## src/rtl/enc_pkg.sv

```systemverilog
// Shared types and default widths for the key-derivation / stream-encryption block.
//   state_t : controller states (IDLE, REDUCE, KEYED, ERR)
//   ENC_DW  : width of the dividend, data words and ciphertext
//   ENC_MW  : width of the modulus and of the derived key
//   ENC_CW  : width of the encrypted-word counter
package enc_pkg;

  localparam int ENC_DW = 64;
  localparam int ENC_MW = 32;
  localparam int ENC_CW = 16;

  typedef enum logic [1:0] {
    IDLE   = 2'd0,
    REDUCE = 2'd1,
    KEYED  = 2'd2,
    ERR    = 2'd3
  } state_t;

endpackage

```

## src/rtl/mod_reduce_seq.sv

```systemverilog
// Bit-serial restoring reducer: computes exp mod p, one dividend bit per cycle.
// Ports:
//   clk, rst : clock, asynchronous active-high reset
//   load     : capture exp/p, clear remainder and iteration counter, start running
//   exp      : DW-bit dividend (sampled on load)
//   p        : MW-bit modulus, must be non-zero (sampled on load)
//   done     : combinational, high during the final (DW-th) iteration
//   rem      : combinational next remainder; equals exp mod p while done is high
module mod_reduce_seq
  import enc_pkg::*;
#(
  parameter int DW = ENC_DW,
  parameter int MW = ENC_MW
) (
  input  logic          clk,
  input  logic          rst,
  input  logic          load,
  input  logic [DW-1:0] exp,
  input  logic [MW-1:0] p,
  output logic          done,
  output logic [MW-1:0] rem
);

  localparam int IW = $clog2(DW + 1);

  logic [DW-1:0] sh_q, sh_d;
  logic [MW-1:0] rem_q, rem_d;
  logic [MW-1:0] p_q, p_d;
  logic [IW-1:0] cnt_q, cnt_d;
  logic          run_q, run_d;
  logic [MW:0]   shifted;

  always_comb begin
    sh_d    = sh_q;
    rem_d   = rem_q;
    p_d     = p_q;
    cnt_d   = cnt_q;
    run_d   = run_q;
    done    = 1'b0;
    // The shifted-in remainder needs MW+1 bits: it can reach 2p-1 before the
    // conditional subtract, so compare and subtract happen at full width.
    shifted = {rem_q, sh_q[DW-1]};
    if (load) begin
      sh_d  = exp;
      rem_d = '0;
      p_d   = p;
      cnt_d = '0;
      run_d = 1'b1;
    end else if (run_q) begin
      sh_d  = sh_q << 1;
      rem_d = (shifted >= {1'b0, p_q}) ? MW'(shifted - {1'b0, p_q}) : shifted[MW-1:0];
      cnt_d = cnt_q + 1'b1;
      if (cnt_q == IW'(DW - 1)) begin
        done  = 1'b1;
        run_d = 1'b0;
      end
    end
  end

  assign rem = rem_d;

  always_ff @(posedge clk or posedge rst) begin
    if (rst) begin
      sh_q  <= '0;
      rem_q <= '0;
      p_q   <= '0;
      cnt_q <= '0;
      run_q <= 1'b0;
    end else begin
      sh_q  <= sh_d;
      rem_q <= rem_d;
      p_q   <= p_d;
      cnt_q <= cnt_d;
      run_q <= run_d;
    end
  end

endmodule

```

## src/rtl/enc_modxor_stream.sv

```systemverilog
// Key derivation (exp mod p via mod_reduce_seq) followed by XOR stream encryption.
// Ports:
//   clk, rst                : clock, asynchronous active-high reset
//   start / start_ready     : key-derivation request; exp and p sampled on acceptance
//   exp, p                  : dividend and modulus
//   busy                    : reduction in progress
//   key_valid, key_o        : derived key and its qualifier
//   err                     : sticky divide-by-zero flag, cleared by next accepted start
//   din_valid/ready/data    : plaintext stream in
//   dout_valid/ready/data   : ciphertext stream out (single output register)
//   blk_cnt                 : words encrypted since last key load, wraps silently
//   dbg_state               : current controller state
//
// Handshakes: a transfer happens on a rising edge where valid and ready are both
// high. Valid, once raised, holds with stable data until the transfer; ready may
// depend combinationally on the consumer's ready but never on valid.
module enc_modxor_stream
  import enc_pkg::*;
#(
  parameter int DW = ENC_DW,
  parameter int MW = ENC_MW,
  parameter int CW = ENC_CW
) (
  input  logic          clk,
  input  logic          rst,
  input  logic          start,
  output logic          start_ready,
  input  logic [DW-1:0] exp,
  input  logic [MW-1:0] p,
  output logic          busy,
  output logic          key_valid,
  output logic [MW-1:0] key_o,
  output logic          err,
  input  logic          din_valid,
  output logic          din_ready,
  input  logic [DW-1:0] din_data,
  output logic          dout_valid,
  input  logic          dout_ready,
  output logic [DW-1:0] dout_data,
  output logic [CW-1:0] blk_cnt,
  output state_t        dbg_state
);

  state_t        state_q, state_d;
  logic [MW-1:0] key_q, key_d;
  logic [DW-1:0] dout_data_q, dout_data_d;
  logic          dout_valid_q, dout_valid_d;
  logic [CW-1:0] blk_cnt_q, blk_cnt_d;
  logic          err_q, err_d;

  logic          start_acc;
  logic          din_hs;
  logic          red_load;
  logic          red_done;
  logic [MW-1:0] red_rem;

  mod_reduce_seq #(
    .DW(DW),
    .MW(MW)
  ) u_reduce (
    .clk  (clk),
    .rst  (rst),
    .load (red_load),
    .exp  (exp),
    .p    (p),
    .done (red_done),
    .rem  (red_rem)
  );

  always_comb begin
    state_d      = state_q;
    key_d        = key_q;
    dout_data_d  = dout_data_q;
    dout_valid_d = dout_valid_q;
    blk_cnt_d    = blk_cnt_q;
    err_d        = err_q;
    red_load     = 1'b0;
    start_ready  = 1'b0;

    case (state_q)
      IDLE, ERR: start_ready = 1'b1;
      // Re-keying is only allowed once the output register has drained, so no
      // ciphertext produced under the old key is left stranded.
      KEYED:     start_ready = !dout_valid_q;
      default:   start_ready = 1'b0;
    endcase

    start_acc = start && start_ready;
    // A start accepted in KEYED wins over plaintext in the same cycle.
    din_ready = (state_q == KEYED) && !start_acc && (!dout_valid_q || dout_ready);
    din_hs    = din_valid && din_ready;

    if (start_acc) begin
      if (p == '0) begin
        state_d = ERR;
        err_d   = 1'b1;
      end else begin
        state_d   = REDUCE;
        err_d     = 1'b0;
        red_load  = 1'b1;
        blk_cnt_d = '0;
      end
    end else if ((state_q == REDUCE) && red_done) begin
      key_d     = red_rem;
      blk_cnt_d = '0;
      state_d   = KEYED;
    end

    // Single output register: a new word may replace a retiring one on the same edge.
    if (din_hs) begin
      dout_data_d  = din_data ^ DW'(key_q);
      dout_valid_d = 1'b1;
      blk_cnt_d    = blk_cnt_q + 1'b1;
    end else if (dout_ready) begin
      dout_valid_d = 1'b0;
    end
  end

  always_ff @(posedge clk or posedge rst) begin
    if (rst) begin
      state_q      <= IDLE;
      key_q        <= '0;
      dout_data_q  <= '0;
      dout_valid_q <= 1'b0;
      blk_cnt_q    <= '0;
      err_q        <= 1'b0;
    end else begin
      state_q      <= state_d;
      key_q        <= key_d;
      dout_data_q  <= dout_data_d;
      dout_valid_q <= dout_valid_d;
      blk_cnt_q    <= blk_cnt_d;
      err_q        <= err_d;
    end
  end

  assign busy       = (state_q == REDUCE);
  assign key_valid  = (state_q == KEYED);
  assign key_o      = key_q;
  assign err        = err_q;
  assign dout_valid = dout_valid_q;
  assign dout_data  = dout_data_q;
  assign blk_cnt    = blk_cnt_q;
  assign dbg_state  = state_q;

endmodule

```

## config.mk

```make
export PLATFORM = sky130hd
export DESIGN_NAME = enc_modxor_stream
export DESIGN_NICKNAME = d
export VERILOG_FILES = /design/src/rtl/enc_pkg.sv /design/src/rtl/mod_reduce_seq.sv /design/src/rtl/enc_modxor_stream.sv
export SDC_FILE = /design/constraint.sdc
export NUM_CORES = 1
export LEC_CHECK = 0
export CAP_MARGIN = 10
export CORE_ASPECT_RATIO = 1.75
export CORE_MARGIN = 2
export CORE_UTILIZATION = 40
export DETAILED_ROUTE_END_ITERATION = 7
export PLACE_DENSITY_LB_ADDON = 0.05
export SYNTH_ARGS = -nofsm -noshare
export SYNTH_HDL_FRONTEND = slang
export SYNTH_SLANG_ARGS = --single-unit
```

## constraint.sdc

```tcl
create_clock -name clk -period 18.05 [get_ports clk]
set_clock_uncertainty 0.1 [all_clocks]
set_input_delay 3.61 -clock clk [delete_from_list [all_inputs] [get_ports clk]]
set_output_delay 3.61 -clock clk [all_outputs]
set_load 0.05 [all_outputs]
```

Word level (Yosys, flattened, before mapping)
Index checks and enable logic that the tools add are counted.
Widths: inputs -> output; s select.
{"block": "op_classes", "addsub": 3, "reduce_logical": 17, "n_mux": 26, "order_cmp": 1, "n_eq_ne": 5, "bitwise": 2}
{"cell": "$mux 64", "n": 2}
{"cell": "$mux 32", "n": 3}
{"cell": "$mux 16", "n": 4}
{"cell": "$xor 64x32->64", "n": 1}
{"cell": "$ge 33x32->1", "n": 1}
{"cell": "$logic_not 32->1", "n": 1}
{"cell": "$sub 32x32->32", "n": 1}
{"cell": "$add 16x1->16 const B", "n": 1}
{"cell": "$mux 7", "n": 2}
{"cell": "$mux 1", "n": 11}
{"cell": "$add 7x1->7 const B", "n": 1}
{"cell": "$eq 7x6->1 const B", "n": 1}
{"cell": "$mux 2", "n": 3}
{"cell": "$reduce_bool 2->1", "n": 3}
{"cell": "$logic_and 1x1->1", "n": 5}
{"cell": "$eq 2x2->1 const B", "n": 2}
{"cell": "$reduce_and 2->1", "n": 2}
{"cell": "$ne 3x3->1 const B", "n": 1}
{"cell": "$reduce_bool 3->1", "n": 1}
{"cell": "$eq 2x1->1 const B", "n": 1}
{"cell": "$logic_not 1->1", "n": 2}
{"cell": "$logic_not 2->1", "n": 1}
{"cell": "$pmux 1 s2", "n": 1}
{"cell": "$reduce_or 2->1", "n": 1}
{"cell": "2 further kinds", "n": 2}
{"block": "totals", "out_inout_bits": 120, "inputBits": 165, "elab_cells": 65, "ff_bits": 252}

Depth between registers and ports, before layout
Gate-level depths: netlist of run 1.
{"block": "logic_depth", "depth_word": 10, "depth_mapped": 14, "ltp_nobuf": 13}

By module
Synthesis of run 1 repeated with hierarchy kept, for this count alone.
{"block": "unflattened", "cells_unflattened": 1361, "hier_area_um2": 13026.2}
{"module": "mod_reduce_seq", "n_inst": 1, "cells_per_inst": 886, "area_per_inst_um2": 7982.7, "seq_area_each_um2": 3403.3}
{"module": "enc_modxor_stream", "n_inst": 1, "cells_per_inst": 475, "area_per_inst_um2": 5043.6, "seq_area_each_um2": 2902.8}

Worst setup path after synthesis of run 1
OpenSTA, ideal clock, no wires.
{"block": "synth_timing", "kind": "input port to output port", "start": "input dout_ready", "end": "output din_ready", "cell_stages": 3, "setup_slack_ns": 9.854, "n_path_buf": 0, "t_required_ns": 14.340, "arrival_time_ns": 4.486, "path_cell_list": "nand2b_1 nand2_1 nor2_1"}
{"block": "synth_via", "elab_chain_len": 2}
{"item": "start: declaration", "line": "enc_modxor_stream.sv:38", "rtl": "input logic dout_ready,"}
{"item": "$logic_or 1x1->1", "line": "enc_modxor_stream.sv:90", "rtl": "din_ready = (state_q == KEYED) && !start_acc && (!dout_valid_q || dout_ready);"}
{"item": "$logic_and 1x1->1", "line": "enc_modxor_stream.sv:90"}
{"item": "end: declaration", "line": "enc_modxor_stream.sv:35", "rtl": "output logic din_ready,"}
Every way passes these cells.

Final worst setup path of run 1
{"block": "layout_timing", "start": "input start", "end": "output din_ready"}
{"block": "layout_via", "elab_chain_len": 4}
{"item": "start: declaration", "line": "enc_modxor_stream.sv:26", "rtl": "input logic start,"}
{"item": "$logic_and 1x1->1", "line": "enc_modxor_stream.sv:88", "rtl": "start_acc = start && start_ready;"}
{"item": "$logic_not 1->1", "line": "enc_modxor_stream.sv:90"}
{"item": "$logic_and 1x1->1 (2 in series)", "line": "enc_modxor_stream.sv:90"}
Every way passes these cells.

==> results of run 1 <==
[power groups by stage]
stage                     Sequential (mW)  Clock, mW  Combinational [mW]
after CTS                           0.892      0.534                1.61
after detailed placement            0.900          0                1.60
after global routing                0.918      0.555                1.78
after global placement              0.895          0                1.58
final                               0.890      0.518                1.60
after floorplan                      1.06          0                1.02
[flip-flops by register name (all words and copies together) (netlist names), 2 cells and up]
| register | count |
|---|---|
| blk_cnt | 16 |
| u_reduce.cnt_q | 7 |
| u_reduce.sh_q | 64 |
| dbg_state | 2 |
| u_reduce.rem_q | 32 |
| key_o | 32 |
| dout_data | 64 |
| u_reduce.p_q | 32 |
[metal layers]
metal | vias to the layer above | track usage
met5 | - | 0
met1 | 4843 | 0.254
met2 | 255 | 0.367
met3 | 40 | 0.0265
met4 | 0 | 0.0606
li1 | 5205 | -
[final timing paths]
kind / startpoint / to / slack [ps] / cells past startpoint
worst max-delay path: start / din_ready / 8810 / 4
worst min-delay path: dout_data[54] / dout_data[54] / 370 / 2
worst max register to register: u_reduce.rem_q[27] / u_reduce.rem_q[10] / 13960 / 10
worst min register to register: dout_data[54] / dout_data[54] / 370 / 2
max in group asynchronous: rst / u_reduce.run_q / 12700 / 3
min in group asynchronous: rst / dout_data[9] / 3500 / 2
[layout make-up]
type	instances	area, µm²
repair buffers	296	2930
fillers	2996	14800
flip-flops and latches	252	6310
clock inverters	2	12.5
well taps	396	495
clock buffers	40	792
inverters	48	188
multi-input cells	1001	5930
[cells in the final DEF (no fill, tap or decap), drive strengths merged, types with 13 or more instances in the layout]
master and n:
nand2 304, clkdlybuf4s50 284, dfrtp 252, o21ai 196, mux2i 70, nor2 69
xnor2 52, a21oi 50, inv 47, clkbuf 40, ha 36, and3 24
nand3 18, a21o 16, xor2 14, nor3 13
[critical path: stages]
cell                              delay [ps]
sky130_fd_sc_hd__clkdlybuf4s50_1         410
sky130_fd_sc_hd__o211a_1                 210
sky130_fd_sc_hd__nor2_1                  390
sky130_fd_sc_hd__clkdlybuf4s50_1         910
[Yosys cell counts (10+ instances only)]
master	instances	share of area
sky130_fd_sc_hd__a21o_1	16	0.0094
sky130_fd_sc_hd__a21oi_1	49	0.019
sky130_fd_sc_hd__a31oi_1	11	0.0054
sky130_fd_sc_hd__and3_1	24	0.012
sky130_fd_sc_hd__clkbuf_1	64	0.019
sky130_fd_sc_hd__dfrtp_1	252	0.50
sky130_fd_sc_hd__ha_1	36	0.035
sky130_fd_sc_hd__inv_1	47	0.014
sky130_fd_sc_hd__mux2i_1	70	0.055
sky130_fd_sc_hd__nand2_1	304	0.090
sky130_fd_sc_hd__nand3_1	18	0.0071
sky130_fd_sc_hd__nand4_1	11	0.0054
sky130_fd_sc_hd__nor2_1	69	0.020
sky130_fd_sc_hd__nor3_1	13	0.0051
sky130_fd_sc_hd__nor4_1	10	0.0049
sky130_fd_sc_hd__o21ai_0	195	0.077
sky130_fd_sc_hd__xnor2_1	52	0.036
sky130_fd_sc_hd__xor2_1	14	0.0096
[stage by stage]
| stage | hold WS (ps) | setup slack [ps] | utilization |
|---|---|---|---|
| final | 371 | 8810 | 0.530 |
| after global routing | 402 | 8720 | 0.530 |
| after CTS | 376 | 8730 | 0.530 |
| after detailed placement | 361 | 8740 | 0.505 |
| after global placement | 355 | 8760 | 0.505 |
| after floorplan | 352 | 7410 | - |
[logic make-up (layout without fill, tap and decap cells)]
logic type | Yosys count | count (layout)
simple gates | 497 | 497
compound gates | 322 | 322
flops | 252 | 252
buf+inv | 127 | 386
mux | 79 | 79
xor+xnor | 66 | 66
fa+ha+maj | 37 | 37
==> results_dict.tcl, run 1 <==
set metrics [dict create \
    post-route-min-period_ps 9240 \
    portion_of_the_post_synthesis_area_used_by_sequential_elements 0.496 \
    i_o_pin_total 285 \
    final-hold-violation-count 0 \
    clk_root_buffer_cell "sky130_fd_sc_hd__clkbuf_16" \
    synth_compound_gate_area_share 0.146 \
    fin_setup_tns_ps 0 \
    area_growth_pct 31.0 \
    synth_net_count 1582 \
    fp.coreArea_um2 31400 \
    timing.slew.headroom 0.334 \
    synth.mux.area_fraction 0.0631 \
    yosys_most_used_dff "sky130_fd_sc_hd__dfrtp_1" \
    initialDrtViolationCount 369 \
    antenna_cells 0 \
    critical_path.max_fanout 7 \
    share_of_layout_cells_above_drive_strength_1 0.0494 \
    via_count_of_the_first_global_routing_pass 10400 \
    starting_utilization_of_the_core_area 0.405 \
    detailed_place_hpwl_mm 24.8 \
    synthesis_stage_register_bit_count 252 \
    finalNetCount 1826 \
    switching_share 0.434 \
    min-delay-path-class "reg2reg" \
    placement.io_buffers 284 \
    place_congestion 0.833 \
    cts_inserted_buffers 25 \
    die_height_um 240 \
    place_inst 1993 \
    detailedRoute.firstPassIterationCount 5 \
    route.top_layer_used "met4" \
    postCtsHoldBufs 0 \
    global_route.usage.total 0.203 \
    maxClockFrequency_ghz 0.108 \
    post_synth.cell_area_avg_um2 9.21 \
    worst_setup_path_start_kind "primary input" \
    fp-row-count 86 \
    floorplan.die.width_um 139 \
    synth_fa_ha_area_frac 0.0370 \
    internal_power_mw 1.70 \
    synth_enable_flop_cells 0 \
    cts_resized 0 \
    p_per_area_nw_per_um2 181 \
    ys_warn_count 0 \
    timing.max_cap.violations 0 \
    cp.arrival_ps 5530 \
    type_of_element_capturing_the_critical_path "primary output" \
    final-max-slew-violation-count 0 \
    grt_pass1_wl_mm 55.2 \
    cp_class "in2out" \
    cts.htree.levels 1 \
    synth-xor-area-share 0.0455 \
    drc 0 \
    wl_met2_mm 17.2 \
    postPlaceCellArea_um2 15900 \
    routed_wirelength_mm 33.9 \
    timing.final.crit_share 0.512 \
    sequential_share_of_power 0.296 \
    transition_time_at_the_pin_with_the_least_slew_margin_ps 998 \
    setup_violations 0 \
    postSynthCellCount 1380 \
    clk-insertion-delay-late_ps 540 \
    grt_start_max_net_pins 105 \
    route.vias.total 10300 \
    power.static_leakage_nw 7.75 \
    routed_metal_1_wirelength_mm 14.4 \
    synth-async-reset-ratio 1.00 \
    synth-simple-area-share 0.173 \
    power_frac_comb 0.532 \
    post_drt_via_cell_ratio 5.08 \
    final_area_um2 16700 \
    grt_setup_unrepaired "no" \
    status "finished clean" \
    initial_antenna_violation_count 0 \
    tritoncts_sink_count 252 \
    post-cts-setup-buffers 0 \
    yosys.cell_types.count 66 \
    critical_path_rt_ps 14340 \
    route.antenna.remaining_nets 0 \
    total_switching_power_mw 1.31 \
    p_total_mw 3.01 \
    peakVddDrop_mv 0.103 \
    detailroute.wirelength.met3_mm 1.51 \
    wire_per_inst_um 16.7 \
    fp.dieArea_um2 33300 \
    dominant_combinational_cell_family_by_area_after_synthesis "simple AND/OR/NAND/NOR gates" \
    relative_contribution_of_the_clock_network_to_total_power 0.172 \
    instances_no_fill 2035 \
    cts.clk_slew.worst_paths_ps 60 \
    residual_overflow_from_global_routing 0 \
    clock_path_buffers 3 \
    cts_tree "yes" \
    syn_area_um2 12700 \
]
Power figures use the tool's default switching activity.
==> run 2, diff against run 1 <==
==> constraint.sdc (replaced) <==
create_clock -name clk -period 8.55 [get_ports clk]
set_clock_uncertainty 0.1 [all_clocks]
set_input_delay 1.71 -clock clk [delete_from_list [all_inputs] [get_ports clk]]
set_output_delay 1.71 -clock clk [all_outputs]
set_load 0.05 [all_outputs]
==> run 2 against run 1 <==
- via count rose by 1.2%
- design area rose by 0.99%
- combinational power rose by 110%
- critical endpoint unchanged
- setup slack got worse by 5700 ps
- largest power group unchanged
- routed wire length fell by 0.73%
- non-clock buffer count did not move
- clock-buffer cell count fell by 5
- die area did not move
==> results_dict.tcl, run 2 (same netlist as run 1, synthesis figures left out) <==
set metrics [dict create \
    status "finished clean" \
    grt_setup_unrepaired "no" \
    initialDrtViolationCount 414 \
    via_count_of_the_first_global_routing_pass 10200 \
    critical_path.max_fanout 7 \
    setup_violations 0 \
    wire_per_inst_um 16.5 \
    tritoncts_sink_count 252 \
    commonest_cells_after_routing_fill_and_taps_aside "sky130_fd_sc_hd__nand2_1, sky130_fd_sc_hd__clkdlybuf4s50_1, sky130_fd_sc_hd__dfrtp_1" \
    type_of_element_capturing_the_critical_path "primary output" \
    area_growth_pct 32.3 \
    cts_inserted_buffers 26 \
    starting_utilization_of_the_core_area 0.405 \
    grt_start_max_net_pins 137 \
    fp.dieArea_um2 33300 \
    place_inst 1993 \
    cp.arrival_ps 3580 \
    clock_path_buffers 3 \
    instances_no_fill 2041 \
    p_total_mw 6.51 \
    min-delay-path-class "reg2reg" \
    detailedRoute.firstPassIterationCount 5 \
    transition_time_at_the_pin_with_the_least_slew_margin_ps 971 \
    post-route-worst-setup-slack_ps 3160 \
    cp-startpoint "start" \
    die_height_um 240 \
    preCtsSetupSlack_ps 3110 \
    placement.io_buffers 284 \
    fin_setup_tns_ps 0 \
    crit-reg2reg-capture "u_reduce.rem_q[10]" \
    antenna_cells 0 \
    fp-row-count 86 \
    cts.htree.levels 1 \
    p_per_area_nw_per_um2 387 \
    clk_root_buffer_cell "sky130_fd_sc_hd__clkbuf_16" \
    cts_tree "yes" \
    share_of_layout_cells_above_drive_strength_1 0.0541 \
    final_common_cell "sky130_fd_sc_hd__nand2_1" \
    post-route-min-period_ps 5390 \
    peakVddDrop_mv 0.269 \
    power.static_leakage_nw 7.81 \
    cts_resized 0 \
    post-cts-setup-buffers 0 \
    hold_start "dout_data[61]" \
    worst_r2r_path_depth 10 \
    cp_class "in2out" \
    final-max-slew-violation-count 0 \
    i_o_pin_total 285 \
    clk-insertion-delay-late_ps 540 \
    timing.final.crit_share 0.631 \
    route.antenna.remaining_nets 0 \
    post_drt_via_cell_ratio 5.13 \
    hold_depth 2 \
    critical_path_rt_ps 6740 \
    worst_setup_path_start_kind "primary input" \
    place_congestion 0.863 \
    hold-path-endpoint "dout_data[61]" \
    timing.max_cap.violations 0 \
    maxClockFrequency_ghz 0.185 \
    initial_antenna_violation_count 0 \
    hold_slack_ps 373 \
    drc 0 \
    fill_cells 2940 \
    r2r_start "u_reduce.rem_q[27]" \
    residual_overflow_from_global_routing 0 \
    cts.clk_slew.worst_paths_ps 60 \
    detailed_place_hpwl_mm 24.4 \
    routed_wirelength_mm 33.7 \
    global_route.usage.total 0.197 \
    postCtsHoldBufs 0 \
    grt_pass1_wl_mm 54.0 \
    final-hold-violation-count 0 \
    timing.slew.headroom 0.353 \
    fp.coreArea_um2 31400 \
    setup_slack_reg_to_reg_ps 4540 \
    route.vias.total 10500 \
    floorplan.die.width_um 139 \
    finalNetCount 1827 \
]
## run 2: cell count changes in the layout (fill, tap and decap cells not counted)
| cell | before | now |
|---|---|---|
| sky130_fd_sc_hd__buf_12 | 0 | 1 |
| sky130_fd_sc_hd__clkbuf_8 | 11 | 6 |
| sky130_fd_sc_hd__bufinv_16 | 0 | 4 |
| sky130_fd_sc_hd__clkinvlp_4 | 1 | 5 |
| sky130_fd_sc_hd__inv_8 | 1 | 2 |
| sky130_fd_sc_hd__clkbuf_16 | 25 | 27 |
| sky130_fd_sc_hd__clkbuf_1 | 4 | 2 |
| sky130_fd_sc_hd__clkinv_4 | 0 | 2 |
| sky130_fd_sc_hd__buf_4 | 12 | 11 |
## run 2: routing by layer
layer,wire (µm),share of wire,up-vias,global-route usage
met3,1570,0.047,47,0.0273
met5,0,0,-,0
met1,14700,0.44,4913,0.254
met4,967,0.029,0,0.0637
li1,-,-,5220,-
met2,16500,0.49,283,0.344
## run 2: report_power, final
| group | switching [mW] | leakage, nW | internal [mW] |
|---|---|---|---|
| Sequential | 0.247 | 3.23 | 1.64 |
| Clock | 0.495 | 0.460 | 0.756 |
| Combinational | 2.04 | 4.11 | 1.34 |
| Total | 2.78 | 7.81 | 3.73 |
## run 2: cell type report
type | instances | area (µm²) | area share
repair buffers | 296 | 2950 | 0.175
inverters | 48 | 184 | 0.0109
clock buffers | 35 | 766 | 0.0455
multi-input cells | 1001 | 5930 | 0.352
clock inverters | 13 | 195 | 0.0116
flip-flops and latches | 252 | 6310 | 0.375
well taps | 396 | 495 | 0.0294
## run 2: worst max path at each step
stage                       endpoint  slack (ps)  depth (start not counted)
after global placement     din_ready        3110                          4
final                      din_ready        3160                          4
after floorplan           blk_cnt[0]        3420                          1
after CTS                  din_ready        3110                          4
after detailed placement   din_ready        3110                          4
after global routing       din_ready        3070                          4
## run 2: metrics by stage
stage	utilization	area (µm²)
6_report	0.535	16800
5_1_grt	0.535	16800
4_1_cts	0.535	16800
3_5_place_dp	0.505	15900
3_3_place_gp	0.505	15900
2_1_floorplan	-	12700
## run 2: critical path: stages
cell	delay, ps
sky130_fd_sc_hd__clkdlybuf4s50_1	400
sky130_fd_sc_hd__o211a_1	270
sky130_fd_sc_hd__nor2_1	310
sky130_fd_sc_hd__clkdlybuf4s50_1	880
==> run 3, diff against run 2 <==
==> constraint.sdc (replaced) <==
create_clock -name clk -period 5.5 [get_ports clk]
set_clock_uncertainty 0.1 [all_clocks]
set_input_delay 1.1 -clock clk [delete_from_list [all_inputs] [get_ports clk]]
set_output_delay 1.1 -clock clk [all_outputs]
set_load 0.05 [all_outputs]
==> run 3 against run 2 <==
- critical path depth up 1
- register-to-register slack worse by 2800 ps
- design area down 0.19%
- non-clock buffer count up 2
- clock-buffer cell count down 5
- sequential share of layout area up 0.073 points
- final cell count about the same
- utilization down 0.10 points
- via count down 0.67%
- sequential power up 56%
- setup slack worse by 1800 ps
- largest power group unchanged
- highest routed layer unchanged
==> results_dict.tcl, run 3 (same netlist as run 1, synthesis figures left out) <==
set metrics [dict create \
    route.antenna.remaining_nets 0 \
    timing.max_cap.violations 0 \
    clk-insertion-delay-late_ps 540 \
    finalNetCount 1828 \
    cts_inserted_buffers 25 \
    power_frac_comb 0.521 \
    floorplan.die.width_um 139 \
    timing.final.crit_share 0.755 \
    die_height_um 240 \
    setup_violations 0 \
    total_switching_power_mw 4.32 \
    post_drt_via_cell_ratio 5.09 \
    p_per_area_nw_per_um2 602 \
    worst_setup_path_start_kind "primary input" \
    grt_pass1_wl_mm 54.8 \
    critical_path.max_fanout 2 \
    hold_slack_ps 375 \
    cts.clk_slew.worst_paths_ps 60 \
    post-route-min-period_ps 4150 \
    initialDrtViolationCount 468 \
    clock_path_buffers 3 \
    tritoncts_sink_count 252 \
    post-cts-setup-buffers 0 \
    relative_contribution_of_the_clock_network_to_total_power 0.189 \
    drc 0 \
    residual_overflow_from_global_routing 0 \
    cts.htree.levels 1 \
    cts_tree "yes" \
    sequential_share_of_power 0.290 \
    share_of_layout_cells_above_drive_strength_1 0.0529 \
    place_congestion 0.844 \
    antenna_cells 0 \
    global_route.usage.total 0.201 \
    via_count_of_the_first_global_routing_pass 10300 \
    min-delay-path-class "reg2reg" \
    clk_root_buffer_cell "sky130_fd_sc_hd__clkbuf_16" \
    fp.dieArea_um2 33300 \
    grt_start_max_net_pins 159 \
    final-hold-violation-count 0 \
    fp.coreArea_um2 31400 \
    final-max-slew-violation-count 0 \
    preCtsSetupSlack_ps 1320 \
    final_common_cell "sky130_fd_sc_hd__nand2_1" \
    peakVddDrop_mv 0.344 \
    fp-row-count 86 \
    initial_antenna_violation_count 0 \
    maxClockFrequency_ghz 0.241 \
    area_growth_pct 32.1 \
    placement.io_buffers 284 \
    post-route-worst-setup-slack_ps 1350 \
    commonest_cells_after_routing_fill_and_taps_aside "sky130_fd_sc_hd__nand2_1, sky130_fd_sc_hd__clkdlybuf4s50_1, sky130_fd_sc_hd__dfrtp_1" \
    switching_share 0.428 \
    final_area_um2 16800 \
    detailedRoute.firstPassIterationCount 6 \
    postPlaceCellArea_um2 15900 \
    cp.arrival_ps 2950 \
    type_of_element_capturing_the_critical_path "primary output" \
    routed_wirelength_mm 34.0 \
    cp_class "in2out" \
    power.static_leakage_nw 7.80 \
    starting_utilization_of_the_core_area 0.405 \
    i_o_pin_total 285 \
    fill_cells 2959 \
    grt_setup_unrepaired "no" \
    cts_resized 0 \
    wire_per_inst_um 16.7 \
    postCtsHoldBufs 0 \
    status "finished clean" \
    fin_setup_tns_ps 0 \
    critical_path_rt_ps 4300 \
    route.vias.total 10400 \
    transition_time_at_the_pin_with_the_least_slew_margin_ps 965 \
    detailed_place_hpwl_mm 24.6 \
    timing.slew.headroom 0.357 \
    internal_power_mw 5.78 \
]
## run 3: cell count changes in the layout (fill, tap and decap cells not counted)
cell / previous run / this run
sky130_fd_sc_hd__buf_12: 1 / 2
sky130_fd_sc_hd__buf_4: 11 / 12
sky130_fd_sc_hd__bufinv_16: 4 / 6
sky130_fd_sc_hd__clkbuf_1: 2 / 3
sky130_fd_sc_hd__clkbuf_16: 27 / 25
sky130_fd_sc_hd__clkbuf_8: 6 / 2
sky130_fd_sc_hd__clkinv_2: 1 / 5
sky130_fd_sc_hd__clkinv_4: 2 / 1
sky130_fd_sc_hd__clkinvlp_4: 5 / 4
sky130_fd_sc_hd__inv_8: 2 / 0
## run 3: stage by stage
step	power [mW]	instances	util
6_report	10.1	2040	0.534
5_1_grt	10.9	2040	0.534
4_1_cts	10.2	2040	0.534
3_5_place_dp	8.24	1995	0.506
3_3_place_gp	8.14	1995	0.506
2_1_floorplan	6.83	1380	-
## run 3: path summary, 6_finish.rpt
kind	slack, ps	endpoint	from	cells past startpoint
max	1350	din_ready	dout_ready	5
min	370	dout_data[37]	dout_data[37]	2
max reg2reg	1760	u_reduce.rem_q[20]	u_reduce.sh_q[63]	13
min reg2reg	370	dout_data[37]	dout_data[37]	2
max in group asynchronous	3380	u_reduce.run_q	rst	3
min in group asynchronous	980	dout_data[0]	rst	3
## run 3: power by group through the flow
stage / logic [mW] / registers, mW / clock network (mW)
2_1_floorplan: 3.35 / 3.48 / 0
3_3_place_gp: 5.20 / 2.94 / 0
3_5_place_dp: 5.27 / 2.96 / 0
4_1_cts: 5.29 / 2.93 / 1.96
5_1_grt: 5.82 / 3.02 / 2.03
6_report: 5.26 / 2.93 / 1.91
## run 3: per-layer routing
| metal | vias up | track usage | share of wire |
|---|---|---|---|
| li1 | 5213 | - | - |
| met3 | 37 | 0.0257 | 0.045 |
| met2 | 263 | 0.360 | 0.50 |
| met4 | 0 | 0.0530 | 0.021 |
| met5 | - | 0 | 0 |
| met1 | 4880 | 0.257 | 0.44 |
## run 3: area by class of cell
cell class | count | area, µm² | area share
Inverter | 48 | 184 | 0.0110
Sequential cell | 252 | 6310 | 0.376
Tap cell | 396 | 495 | 0.0295
Clock inverter | 15 | 236 | 0.0141
Clock buffer | 30 | 664 | 0.0396
Timing Repair Buffer | 298 | 2970 | 0.177
Multi-Input combinational cell | 1001 | 5930 | 0.353
## run 3: worst max-delay path, cell delays in order
cell                              delay, ps
sky130_fd_sc_hd__clkdlybuf4s50_1        450
sky130_fd_sc_hd__nand2b_1               110
sky130_fd_sc_hd__nand2_1                130
sky130_fd_sc_hd__nor2_1                 280
sky130_fd_sc_hd__clkdlybuf4s50_1        870
